`src/rtl/cap_scan_pkg.sv`:
```
// Shared types and constants for the capacitive pad scanner.
package cap_scan_pkg;

    localparam int CNT_W = 32;

    typedef enum logic [2:0] {
        ST_IDLE      = 3'd0,
        ST_SELECT    = 3'd1,
        ST_CHARGE    = 3'd2,
        ST_SAMPLE    = 3'd3,
        ST_DISCHARGE = 3'd4
    } state_e;

    // Width of a pad index; a single pad still needs one bit to stay legal.
    function automatic int ch_idx_w(input int n);
        return (n <= 1) ? 1 : $clog2(n);
    endfunction

endpackage

```
`src/rtl/cap_sensor_debounce.sv`:
```
// Per-pad debouncer: a stable bit flips only after DEBOUNCE consecutive
// samples that agree with each other and disagree with the stable bit.
module cap_sensor_debounce #(
    parameter int DEBOUNCE = 3
) (
    input  logic clock,
    input  logic reset,
    input  logic sampleValid,
    input  logic rawSample,
    output logic state,
    output logic rise
);

    logic [3:0] run_q;
    logic [3:0] run_d;
    logic       state_q;
    logic       state_d;
    logic       rise_q;
    logic       rise_d;

    // Next run length, stable bit and rise pulse from the current sample.
    always_comb begin
        run_d   = run_q;
        state_d = state_q;
        rise_d  = 1'b0;
        if (sampleValid) begin
            if (rawSample == state_q) begin
                run_d = 4'd0;
            end else if (({1'b0, run_q} + 5'd1) >= 5'(DEBOUNCE)) begin
                state_d = rawSample;
                run_d   = 4'd0;
                rise_d  = rawSample;
            end else begin
                run_d = run_q + 4'd1;
            end
        end else begin
            run_d = run_q;
        end
    end

    // Debounce state registers.
    always_ff @(posedge clock or posedge reset) begin
        if (reset) begin
            run_q   <= 4'd0;
            state_q <= 1'b0;
            rise_q  <= 1'b0;
        end else begin
            run_q   <= run_d;
            state_q <= state_d;
            rise_q  <= rise_d;
        end
    end

    assign state = state_q;
    assign rise  = rise_q;

endmodule

```
`src/rtl/cap_sensor_scanner.sv`:
```
// Round-robin charge/sample/discharge scheduler for capacitive presence pads.
// Only one pad is driven at a time; each pad's reading is debounced locally.
module cap_sensor_scanner
    import cap_scan_pkg::*;
#(
    parameter int N_CH     = 4,
    parameter int DEBOUNCE = 3
) (
    input  logic              clock,
    input  logic              reset,
    input  logic              enable,
    input  logic [31:0]       thresholdVal,
    input  logic [31:0]       delayVal,
    input  logic [N_CH-1:0]   channelMask,
    input  logic [N_CH-1:0]   sensorReceive,
    output logic [N_CH-1:0]   sensorSend,
    output logic [N_CH-1:0]   sensorState,
    output logic [N_CH-1:0]   sensorEvent,
    output logic              scanDone,
    output logic              busy
);

    localparam int IDX_W  = ch_idx_w(N_CH);
    // One extra bit so "one past the last pad" is representable.
    localparam int SRCH_W = IDX_W + 1;

    logic [N_CH-1:0]   recv_meta_q;
    logic [N_CH-1:0]   recv_sync_q;

    state_e            state_q;
    state_e            state_d;
    logic [CNT_W-1:0]  cnt_q;
    logic [CNT_W-1:0]  cnt_d;
    logic [CNT_W-1:0]  thr_q;
    logic [CNT_W-1:0]  thr_d;
    logic [CNT_W-1:0]  dly_q;
    logic [CNT_W-1:0]  dly_d;
    logic [IDX_W-1:0]  ch_q;
    logic [IDX_W-1:0]  ch_d;
    logic [SRCH_W-1:0] search_q;
    logic [SRCH_W-1:0] search_d;
    logic [N_CH-1:0]   send_q;
    logic [N_CH-1:0]   send_d;
    logic              done_q;
    logic              done_d;
    logic              busy_q;
    logic              busy_d;

    logic              found_s;
    logic [IDX_W-1:0]  next_ch_s;
    logic              sample_valid_s;

    // Two-flop synchroniser for the asynchronous pad return lines.
    always_ff @(posedge clock or posedge reset) begin
        if (reset) begin
            recv_meta_q <= {N_CH{1'b0}};
            recv_sync_q <= {N_CH{1'b0}};
        end else begin
            recv_meta_q <= sensorReceive;
            recv_sync_q <= recv_meta_q;
        end
    end

    // Priority search: lowest masked pad at or above the search index.
    always_comb begin
        found_s   = 1'b0;
        next_ch_s = {IDX_W{1'b0}};
        for (int i = N_CH - 1; i >= 0; i--) begin
            if (channelMask[i] && (SRCH_W'(i) >= search_q)) begin
                found_s   = 1'b1;
                next_ch_s = IDX_W'(i);
            end else begin
                found_s   = found_s;
                next_ch_s = next_ch_s;
            end
        end
    end

    // Scan FSM with a shared charge/discharge counter.
    always_comb begin
        state_d  = state_q;
        cnt_d    = cnt_q;
        thr_d    = thr_q;
        dly_d    = dly_q;
        ch_d     = ch_q;
        search_d = search_q;
        done_d   = 1'b0;
        case (state_q)
            ST_IDLE: begin
                if (enable && (|channelMask)) begin
                    state_d  = ST_SELECT;
                    search_d = {SRCH_W{1'b0}};
                end else begin
                    state_d = ST_IDLE;
                end
            end
            ST_SELECT: begin
                if (!enable || (channelMask == {N_CH{1'b0}})) begin
                    // Stopping early is not a completed pass: no scanDone.
                    state_d = ST_IDLE;
                end else if (found_s) begin
                    state_d = ST_CHARGE;
                    ch_d    = next_ch_s;
                    thr_d   = thresholdVal;
                    dly_d   = delayVal;
                    cnt_d   = {CNT_W{1'b0}};
                end else begin
                    done_d   = 1'b1;
                    search_d = {SRCH_W{1'b0}};
                    state_d  = ST_SELECT;
                end
            end
            ST_CHARGE: begin
                if (cnt_q == thr_q) begin
                    state_d = ST_SAMPLE;
                    cnt_d   = {CNT_W{1'b0}};
                end else begin
                    cnt_d = cnt_q + 32'd1;
                end
            end
            ST_SAMPLE: begin
                state_d = ST_DISCHARGE;
                cnt_d   = {CNT_W{1'b0}};
            end
            ST_DISCHARGE: begin
                if (cnt_q == dly_q) begin
                    state_d  = ST_SELECT;
                    search_d = {1'b0, ch_q} + {{(SRCH_W-1){1'b0}}, 1'b1};
                end else begin
                    cnt_d = cnt_q + 32'd1;
                end
            end
            default: begin
                state_d = ST_IDLE;
                cnt_d   = {CNT_W{1'b0}};
            end
        endcase
    end

    // Output decode from the next state so the drive lines are registered.
    always_comb begin
        send_d = {N_CH{1'b0}};
        if ((state_d == ST_CHARGE) || (state_d == ST_SAMPLE)) begin
            for (int i = 0; i < N_CH; i++) begin
                send_d[i] = (ch_d == IDX_W'(i));
            end
        end else begin
            send_d = {N_CH{1'b0}};
        end
        busy_d = (state_d != ST_IDLE);
    end

    // FSM, counter, latched configuration and registered outputs.
    always_ff @(posedge clock or posedge reset) begin
        if (reset) begin
            state_q  <= ST_IDLE;
            cnt_q    <= {CNT_W{1'b0}};
            thr_q    <= {CNT_W{1'b0}};
            dly_q    <= {CNT_W{1'b0}};
            ch_q     <= {IDX_W{1'b0}};
            search_q <= {SRCH_W{1'b0}};
            send_q   <= {N_CH{1'b0}};
            done_q   <= 1'b0;
            busy_q   <= 1'b0;
        end else begin
            state_q  <= state_d;
            cnt_q    <= cnt_d;
            thr_q    <= thr_d;
            dly_q    <= dly_d;
            ch_q     <= ch_d;
            search_q <= search_d;
            send_q   <= send_d;
            done_q   <= done_d;
            busy_q   <= busy_d;
        end
    end

    assign sample_valid_s = (state_q == ST_SAMPLE);

    // A pad reads as occupied when its return line is pulled low.
    for (genvar g = 0; g < N_CH; g++) begin : g_pad
        cap_sensor_debounce #(
            .DEBOUNCE (DEBOUNCE)
        ) u_debounce (
            .clock       (clock),
            .reset       (reset),
            .sampleValid (sample_valid_s && (ch_q == IDX_W'(g))),
            .rawSample   (~recv_sync_q[g]),
            .state       (sensorState[g]),
            .rise        (sensorEvent[g])
        );
    end

    assign sensorSend = send_q;
    assign scanDone   = done_q;
    assign busy       = busy_q;

endmodule

```
`config.mk`:
```
export PLATFORM = sky130hd
export DESIGN_NAME = cap_sensor_scanner
export DESIGN_NICKNAME = d
export VERILOG_FILES = /design/src/rtl/cap_scan_pkg.sv /design/src/rtl/cap_sensor_debounce.sv /design/src/rtl/cap_sensor_scanner.sv
export SDC_FILE = /design/constraint.sdc
export NUM_CORES = 1
export LEC_CHECK = 0
export CAP_MARGIN = 30
export CORE_AREA = 2 2 117 119
export CTS_CLUSTER_SIZE = 28
export DETAILED_ROUTE_END_ITERATION = 10
export DIE_AREA = 0 0 119 121
export GPL_ROUTABILITY_DRIVEN = 0
export GPL_TIMING_DRIVEN = 0
export HOLD_SLACK_MARGIN = 0.1
export PLACE_DENSITY = 0.81
export SYNTH_ARGS = -nofsm -noshare
export SYNTH_HDL_FRONTEND = slang
export SYNTH_SLANG_ARGS = --single-unit
```
`constraint.sdc`:
```
create_clock -name clock -period 5.39 [get_ports clock]
set_clock_uncertainty 0.1 [all_clocks]
set_input_delay 1.078 -clock clock [delete_from_list [all_inputs] [get_ports clock]]
set_output_delay 1.078 -clock clock [all_outputs]
set_load 0.02 [all_outputs]
```
==> run_summary.xml, run 1 <==
<?xml version="1.0" encoding="UTF-8"?>
<metrics>
  <group name="cells_and_area">
    <metric name="postLayoutCoreUtil" unit="">0.6812</metric>
    <metric name="mostFrequentLayoutCells" unit="">dfrtp_1 (142), clkdlybuf4s50_1 (88), mux2_2 (65)</metric>
    <metric name="final_cell_area" unit="mm²">0.008914</metric>
    <metric name="finish.cell_count_without_fillers" unit="">942</metric>
    <metric name="nNetsFinal" unit="">841</metric>
    <metric name="layout_commonest_cell" unit="">dfrtp_1</metric>
    <metric name="number_of_inserted_diodes" unit="">0</metric>
    <metric name="area_growth_syn_to_layout" unit="%">23.92</metric>
    <metric name="post_route_cells_drive_above_1_share" unit="">0.1984</metric>
  </group>
  <group name="yosys">
    <metric name="ys.flop_type" unit="">dfrtp_1</metric>
    <metric name="synth_enable_flop_cells" unit="">0</metric>
    <metric name="netlist-cell-type-count" unit="">61</metric>
    <metric name="synthArstFlopShare" unit="">1.000</metric>
    <metric name="syn-instance-count" unit="">645</metric>
    <metric name="ys.warnings.count" unit="">0</metric>
    <metric name="synth_seq_area_share" unit="">0.4940</metric>
    <metric name="ys_ff_latch" unit="">142</metric>
    <metric name="synthesis.nets" unit="">733</metric>
    <metric name="syn_avg_cell_area" unit="µm²">11.15</metric>
    <metric name="synth.cell_area" unit="mm²">0.007193</metric>
  </group>
  <group name="routing">
    <metric name="vias_per_cell" unit="">5.950</metric>
    <metric name="total_iterations_of_the_first_detailed_routing_run" unit="">5</metric>
    <metric name="antenna_violating_nets_left" unit="">0</metric>
    <metric name="drcViolationCount" unit="">0</metric>
    <metric name="routed_wl_per_cell" unit="µm">19.21</metric>
    <metric name="detail_route.iter0.violations" unit="">484</metric>
    <metric name="num_vias" unit="">5605</metric>
    <metric name="route.final.wire_length" unit="µm">18100</metric>
  </group>
  <group name="power">
    <metric name="sw_frac_of_total" unit="">0.3554</metric>
    <metric name="proportion_of_power_drawn_by_combinational_gates" unit="">0.352</metric>
    <metric name="fraction_of_power_consumed_by_sequential_logic" unit="">0.392</metric>
    <metric name="power_leakage" unit="nW">3.843</metric>
    <metric name="vdd_drop_max" unit="mV">0.2532</metric>
    <metric name="netSwitchingPower" unit="mW">1.622</metric>
    <metric name="power_report.internal_total" unit="mW">2.942</metric>
    <metric name="total_power" unit="mW">4.565</metric>
    <metric name="power.share.clock" unit="">0.256</metric>
    <metric name="power_density" unit="mW/mm²">512.1</metric>
  </group>
  <group name="job">
    <metric name="max_cap_viol_count" unit="">0</metric>
  </group>
  <group name="grt">
    <metric name="grt_first_pass_wirelength" unit="µm">29390</metric>
    <metric name="grt_pass1_vias" unit="">5853</metric>
    <metric name="overflow" unit="">0</metric>
    <metric name="grt_max_degree" unit="">79</metric>
    <metric name="grt_antenna_before_repair" unit="">0</metric>
    <metric name="groute.usage.overall" unit="">0.2651</metric>
  </group>
  <group name="critical_path">
    <metric name="cp.buffers_inverters" unit="">3</metric>
    <metric name="cp_slowest_cell" unit="">clkdlybuf4s50_1</metric>
    <metric name="cp_cell_sequence" unit="">clkdlybuf4s50_1, or4_1, and3_4, nand2_2, a21oi_2, buf_2, buf_2, mux2_2</metric>
    <metric name="worst-endpoint-required" unit="ns">5.60</metric>
    <metric name="timing.critical_path.from_type" unit="">input pin</metric>
    <metric name="cp.arrival" unit="ns">3.41</metric>
    <metric name="worstPathMaxFanout" unit="">10</metric>
    <metric name="critical_path.most_common_cell" unit="">buf_2</metric>
    <metric name="cp_slowest_stage_delay" unit="ns">0.54</metric>
    <metric name="timing.critical_path.from" unit="">channelMask[2]</metric>
    <metric name="critical_path_class" unit="">input pin to register</metric>
    <metric name="worstReg2RegStart" unit="">cnt_q[19]</metric>
    <metric name="critical_path.top_delay_family" unit="">buffers and inverters</metric>
    <metric name="timing.critical_path.to_type" unit="">register</metric>
  </group>
  <group name="hold_path">
    <metric name="holdCritStartpoint" unit="">recv_meta_q[2]</metric>
    <metric name="timing.hold.worst.class" unit="">register to register</metric>
  </group>
  <group name="placement">
    <metric name="dp.final_hpwl" unit="µm">12760</metric>
    <metric name="io_buf_count" unit="">88</metric>
    <metric name="placement.setup.worst_slack" unit="ns">1.770</metric>
    <metric name="placed_cells_incl_taps" unit="">910</metric>
    <metric name="place_area" unit="mm²">0.008327</metric>
  </group>
  <group name="sta">
    <metric name="grt_setup_unrepaired" unit="">false</metric>
    <metric name="finalHoldViolCount" unit="">0</metric>
    <metric name="report.final.slew_viol_count" unit="">0</metric>
    <metric name="max_slew_margin" unit="">0.2885</metric>
    <metric name="finalSetupViolCount" unit="">0</metric>
    <metric name="hold_ws" unit="ns">0.2473</metric>
    <metric name="finalWorstSetupSlack" unit="ns">2.193</metric>
    <metric name="totalNegativeSetupSlack" unit="ns">0</metric>
    <metric name="worst_slew_pin_slew" unit="ns">1.058</metric>
    <metric name="finalCriticalPeriod" unit="ns">3.197</metric>
    <metric name="max_clock_freq" unit="MHz">312.8</metric>
    <metric name="final.period_utilization" unit="">0.5931</metric>
  </group>
  <group name="die">
    <metric name="core_region_area" unit="mm²">0.01309</metric>
    <metric name="die-area" unit="mm²">0.01440</metric>
    <metric name="initial_core_util" unit="">0.5497</metric>
    <metric name="ioPinCount" unit="">89</metric>
    <metric name="die_width" unit="µm">119</metric>
    <metric name="die_h" unit="µm">121</metric>
    <metric name="site_rows" unit="">42</metric>
  </group>
  <group name="clock_network">
    <metric name="cts_made_buffers" unit="">17</metric>
    <metric name="cts_tree" unit="">built</metric>
    <metric name="clockRootBuffer" unit="">clkbuf_16</metric>
    <metric name="clkSlewWorstSetupHoldPaths" unit="ns">0.06</metric>
    <metric name="cts_setup_buffers" unit="">0</metric>
    <metric name="number_of_levels_the_h_tree_was_split_into" unit="">4</metric>
    <metric name="hold_buffers" unit="">0</metric>
    <metric name="clock_tree.buffer_depth" unit="">2</metric>
    <metric name="clock_sinks" unit="">142</metric>
    <metric name="ctsResizeCount" unit="">0</metric>
    <metric name="clkLatencyLatePin" unit="ns">0.43</metric>
  </group>
  <group name="outcome">
    <metric name="run_status" unit="">complete, no violations</metric>
  </group>
</metrics>
cell families after synthesis:
family	Yosys count	share of synthesized area
XOR/XNOR	72	0.08767
buffers and inverters	64	0.04488
multiplexers	70	0.1087
AO/OA/AOI/OAI	97	0.09097
adder cells (fa/ha/maj)	13	0.02261
AND/OR/NAND/NOR	187	0.1512
flip-flops	142	0.4940
metal layers:
metal | part of all wire | routed length (µm) | up-vias | GRT usage
li1 | - | - | 2517 | -
met1 | 0.40 | 7258 | 2748 | 0.3203
met2 | 0.49 | 8781 | 275 | 0.4497
met3 | 0.072 | 1301 | 65 | 0.05968
met4 | 0.042 | 755 | 0 | 0.1295
met5 | 0 | 0 | - | 0
path summary, 6_finish.rpt:
check	endpoint	slack, ns	cells after the start
setup reg to reg	cnt_q[26]	2.31	9
min in group asynchronous	recv_meta_q[2]	1.00	2
max in group asynchronous	cnt_q[26]	3.41	3
setup / recovery	dly_q[0]	2.19	8
hold reg to reg	recv_sync_q[2]	0.25	0
hold / removal	recv_sync_q[2]	0.25	0
cell usage after synthesis, types with 4 or more instances:
cell type,count,area [µm²]
nand3_1,22,110.1
mux2_2,65,732.0
xor2_1,35,306.5
nor3_1,10,50.05
o21ai_0,16,80.08
and3_1,9,56.30
dfrtp_1,142,3553
o211ai_1,10,75.07
buf_4,10,75.07
o31ai_1,5,37.54
and2_1,13,81.33
clkbuf_1,10,37.54
nand4_1,24,150.1
inv_1,18,67.56
nand2b_1,5,31.28
nand2_1,45,168.9
xnor2_1,37,324.1
ha_1,13,162.7
mux2i_1,5,50.05
buf_2,24,120.1
a41oi_1,4,35.03
a31oi_1,25,156.4
a21o_1,4,30.03
a21oi_1,8,40.04
nor4_1,11,68.82
a22o_1,5,43.79
nor2_1,18,67.56
final cells by class:
cell class	count	area [µm²]
Buffer	46	255.2
Clock buffer	22	474.2
Clock inverter	10	112.6
Fill cell	989	4172
Inverter	18	72.57
Multi-Input combinational cell	439	3317
Sequential cell	142	3553
Tap cell	176	220.2
Timing Repair Buffer	89	908.4
sequential cells by signal, indices dropped and copies added, names as in the netlist:
signal and cells:
cnt_q 32, dly_q 32, thr_q 32, g_pad.u_debounce.run_q 16, g_pad.u_debounce.rise 4, g_pad.u_debounce.state 4, recv_meta_q 4, recv_sync_q 4
sensorSend 4, search_q 3, state_q 3, ch_q 2, busy 1, scanDone 1
power by group through the flow:
stage	combinational [mW]	sequential (mW)	clock, mW
2_1_floorplan	1.19	1.69	0
5_1_grt	1.76	1.83	1.23
4_1_cts	1.60	1.78	1.17
6_report	1.61	1.79	1.17
3_3_place_gp	1.51	1.77	0
3_5_place_dp	1.57	1.79	0
Note: power is estimated with default switching activity, not from simulation.
==> run 2: changes to the inputs <==
==> constraint.sdc (replaced) <==
create_clock -name clock -period 3.1 [get_ports clock]
set_clock_uncertainty 0.1 [all_clocks]
set_input_delay 0.62 -clock clock [delete_from_list [all_inputs] [get_ports clock]]
set_output_delay 0.62 -clock clock [all_outputs]
set_load 0.02 [all_outputs]
==> run_summary.xml, run 2 (synthesis results as in run 1) <==
<?xml version="1.0" encoding="UTF-8"?>
<metrics>
  <group name="routing">
    <metric name="detail_route.iter0.violations" unit="">549</metric>
    <metric name="drcViolationCount" unit="">0</metric>
    <metric name="antenna_violating_nets_left" unit="">0</metric>
    <metric name="route.final.wire_length" unit="µm">18040</metric>
    <metric name="num_vias" unit="">5558</metric>
    <metric name="vias_per_cell" unit="">5.900</metric>
    <metric name="routed_wl_per_cell" unit="µm">19.15</metric>
    <metric name="total_iterations_of_the_first_detailed_routing_run" unit="">5</metric>
  </group>
  <group name="grt">
    <metric name="grt_max_degree" unit="">46</metric>
    <metric name="grt_antenna_before_repair" unit="">0</metric>
    <metric name="groute.usage.overall" unit="">0.2643</metric>
    <metric name="grt_first_pass_wirelength" unit="µm">29020</metric>
    <metric name="grt_pass1_vias" unit="">5686</metric>
    <metric name="overflow" unit="">0</metric>
  </group>
  <group name="sta">
    <metric name="grt_setup_unrepaired" unit="">false</metric>
    <metric name="report.final.slew_viol_count" unit="">0</metric>
    <metric name="max_clock_freq" unit="MHz">355.8</metric>
    <metric name="totalNegativeSetupSlack" unit="ns">0</metric>
    <metric name="final.period_utilization" unit="">0.9066</metric>
    <metric name="finalHoldViolCount" unit="">0</metric>
    <metric name="max_slew_margin" unit="">0.3762</metric>
    <metric name="finalCriticalPeriod" unit="ns">2.810</metric>
    <metric name="finalSetupViolCount" unit="">0</metric>
    <metric name="worst_slew_pin_slew" unit="ns">0.9280</metric>
  </group>
  <group name="cells_and_area">
    <metric name="sequential_cell_area" unit="mm²">0.003553</metric>
    <metric name="nNetsFinal" unit="">842</metric>
    <metric name="post_route_cells_drive_above_1_share" unit="">0.1984</metric>
    <metric name="layout_commonest_cell" unit="">dfrtp_1</metric>
    <metric name="finish.cell_count_without_fillers" unit="">942</metric>
    <metric name="multiInputGateArea" unit="mm²">0.003323</metric>
    <metric name="final.fill_count" unit="">955</metric>
    <metric name="postLayoutCoreUtil" unit="">0.6831</metric>
    <metric name="area_growth_syn_to_layout" unit="%">24.27</metric>
    <metric name="top_regs" unit="">cnt_q x32, dly_q x32, thr_q x32</metric>
    <metric name="number_of_inserted_diodes" unit="">0</metric>
    <metric name="mostFrequentLayoutCells" unit="">dfrtp_1 (142), clkdlybuf4s50_1 (88), mux2_2 (65)</metric>
  </group>
  <group name="clock_network">
    <metric name="clock_tree.buffer_depth" unit="">2</metric>
    <metric name="number_of_levels_the_h_tree_was_split_into" unit="">4</metric>
    <metric name="clkLatencyLatePin" unit="ns">0.42</metric>
    <metric name="cts_setup_buffers" unit="">0</metric>
    <metric name="cts_made_buffers" unit="">17</metric>
    <metric name="hold_buffers" unit="">0</metric>
    <metric name="clockRootBuffer" unit="">clkbuf_16</metric>
    <metric name="clock_sinks" unit="">142</metric>
    <metric name="clkSlewWorstSetupHoldPaths" unit="ns">0.06</metric>
    <metric name="cts_tree" unit="">built</metric>
  </group>
  <group name="critical_path">
    <metric name="cp.arrival" unit="ns">2.99</metric>
    <metric name="critical_path_class" unit="">register to register</metric>
    <metric name="timing.critical_path.to_type" unit="">register</metric>
    <metric name="timing.critical_path.from_type" unit="">register</metric>
    <metric name="worstPathMaxFanout" unit="">10</metric>
    <metric name="worst-endpoint-required" unit="ns">3.28</metric>
  </group>
  <group name="die">
    <metric name="core_region_area" unit="mm²">0.01309</metric>
    <metric name="die-area" unit="mm²">0.01440</metric>
    <metric name="initial_core_util" unit="">0.5497</metric>
    <metric name="ioPinCount" unit="">89</metric>
    <metric name="die_h" unit="µm">121</metric>
    <metric name="die_width" unit="µm">119</metric>
    <metric name="site_rows" unit="">42</metric>
  </group>
  <group name="placement">
    <metric name="io_buf_count" unit="">88</metric>
    <metric name="placed_cells_incl_taps" unit="">912</metric>
    <metric name="dp.final_hpwl" unit="µm">13130</metric>
  </group>
  <group name="job">
    <metric name="max_cap_viol_count" unit="">0</metric>
  </group>
  <group name="power">
    <metric name="vdd_drop_max" unit="mV">0.5064</metric>
    <metric name="power_density" unit="mW/mm²">886.7</metric>
    <metric name="total_power" unit="mW">7.926</metric>
    <metric name="power_leakage" unit="nW">3.851</metric>
  </group>
  <group name="hold_path">
    <metric name="timing.hold.worst.class" unit="">register to register</metric>
  </group>
  <group name="outcome">
    <metric name="run_status" unit="">complete, no violations</metric>
  </group>
</metrics>
-- run 2: cell count changes in the layout (fill, tap and decap cells not counted), sizes merged --
cell,previous run,this run
clkinv,6,3
inv,18,17
buf,37,39
clkbuf,32,34
-- run 2: layout make-up --
class | instances | area share
sequential | 142 | 0.3975
clock buffer | 25 | 0.05543
multi-input combinational | 439 | 0.3718
inverter | 18 | 0.007979
timing repair buffer | 91 | 0.1053
buffer | 45 | 0.02814
clock inverter | 6 | 0.009239
tap | 176 | 0.02464
-- run 2: worst paths after layout --
| kind | startpoint | endpoint | slack, ns | cells after the start |
|---|---|---|---|---|
| min | recv_meta_q[0] | recv_sync_q[0] | 0.24 | 0 |
| max in group asynchronous | reset | dly_q[6] | 1.45 | 4 |
| max reg2reg | cnt_q[27] | cnt_q[19] | 0.29 | 10 |
| min in group asynchronous | reset | busy | 0.59 | 2 |
| max | cnt_q[27] | cnt_q[19] | 0.29 | 10 |
| min reg2reg | recv_meta_q[0] | recv_sync_q[0] | 0.24 | 0 |
-- run 2: worst max-delay path, cell delays in order (launching register included) --
cell and delay, ns:
dfrtp_1 0.32, clkbuf_1 0.35, xor2_1 0.13, nor4_1 0.31, nand4_1 0.27, o21ai_2 0.31, nand2_1 0.16, buf_4 0.23
buf_2 0.21, a21oi_1 0.17, mux2i_1 0.09
-- run 2: metrics by stage --
step | setup WS (ns) | hold slack, ns | area, µm²
5_1_grt | 0.1193 | 0.2665 | 8939
3_5_place_dp | -0.03578 | 0.2347 | 8358
3_3_place_gp | -0.5749 | 0.2345 | 8298
4_1_cts | 0.08053 | 0.2468 | 8936
2_1_floorplan | 0.6029 | 0.2312 | 7197
6_report | 0.2895 | 0.2429 | 8939
-- run 2: report_power, final --
part | leakage [nW] | internal, mW | total, mW | switching, mW
Combinational | 1.75 | 1.39 | 2.81 | 1.42
Sequential | 1.82 | 2.49 | 3.11 | 0.619
Clock | 0.283 | 1.26 | 2.01 | 0.745
-- run 2: what timing repair did --
action | in CTS | in global routing
resized for setup | 0 | 1
endpoints found under the hold margin | 0 | 0
endpoints found under the setup margin | 0 | 18
-- run 2: routing by layer --
| metal | part of all wire | track usage | vias to the layer above | wire length, µm |
|---|---|---|---|---|
| li1 | - | - | 2521 | - |
| met2 | 0.48 | 0.4368 | 271 | 8725 |
| met1 | 0.41 | 0.3220 | 2716 | 7327 |
| met4 | 0.041 | 0.1354 | 0 | 739 |
| met3 | 0.069 | 0.06720 | 50 | 1247 |
| met5 | 0 | 0 | - | 0 |
==> run 3: changes to the inputs <==
--- a/config.mk
+++ b/config.mk
@@ -5,7 +5,6 @@
 export SDC_FILE = /design/constraint.sdc
 export NUM_CORES = 1
 export LEC_CHECK = 0
-export CAP_MARGIN = 30
 export CORE_AREA = 2 2 117 119
 export CTS_CLUSTER_SIZE = 28
 export DETAILED_ROUTE_END_ITERATION = 10
==> results of run 3 <==
Final layout, timing and power as in run 2 (identical DEF).
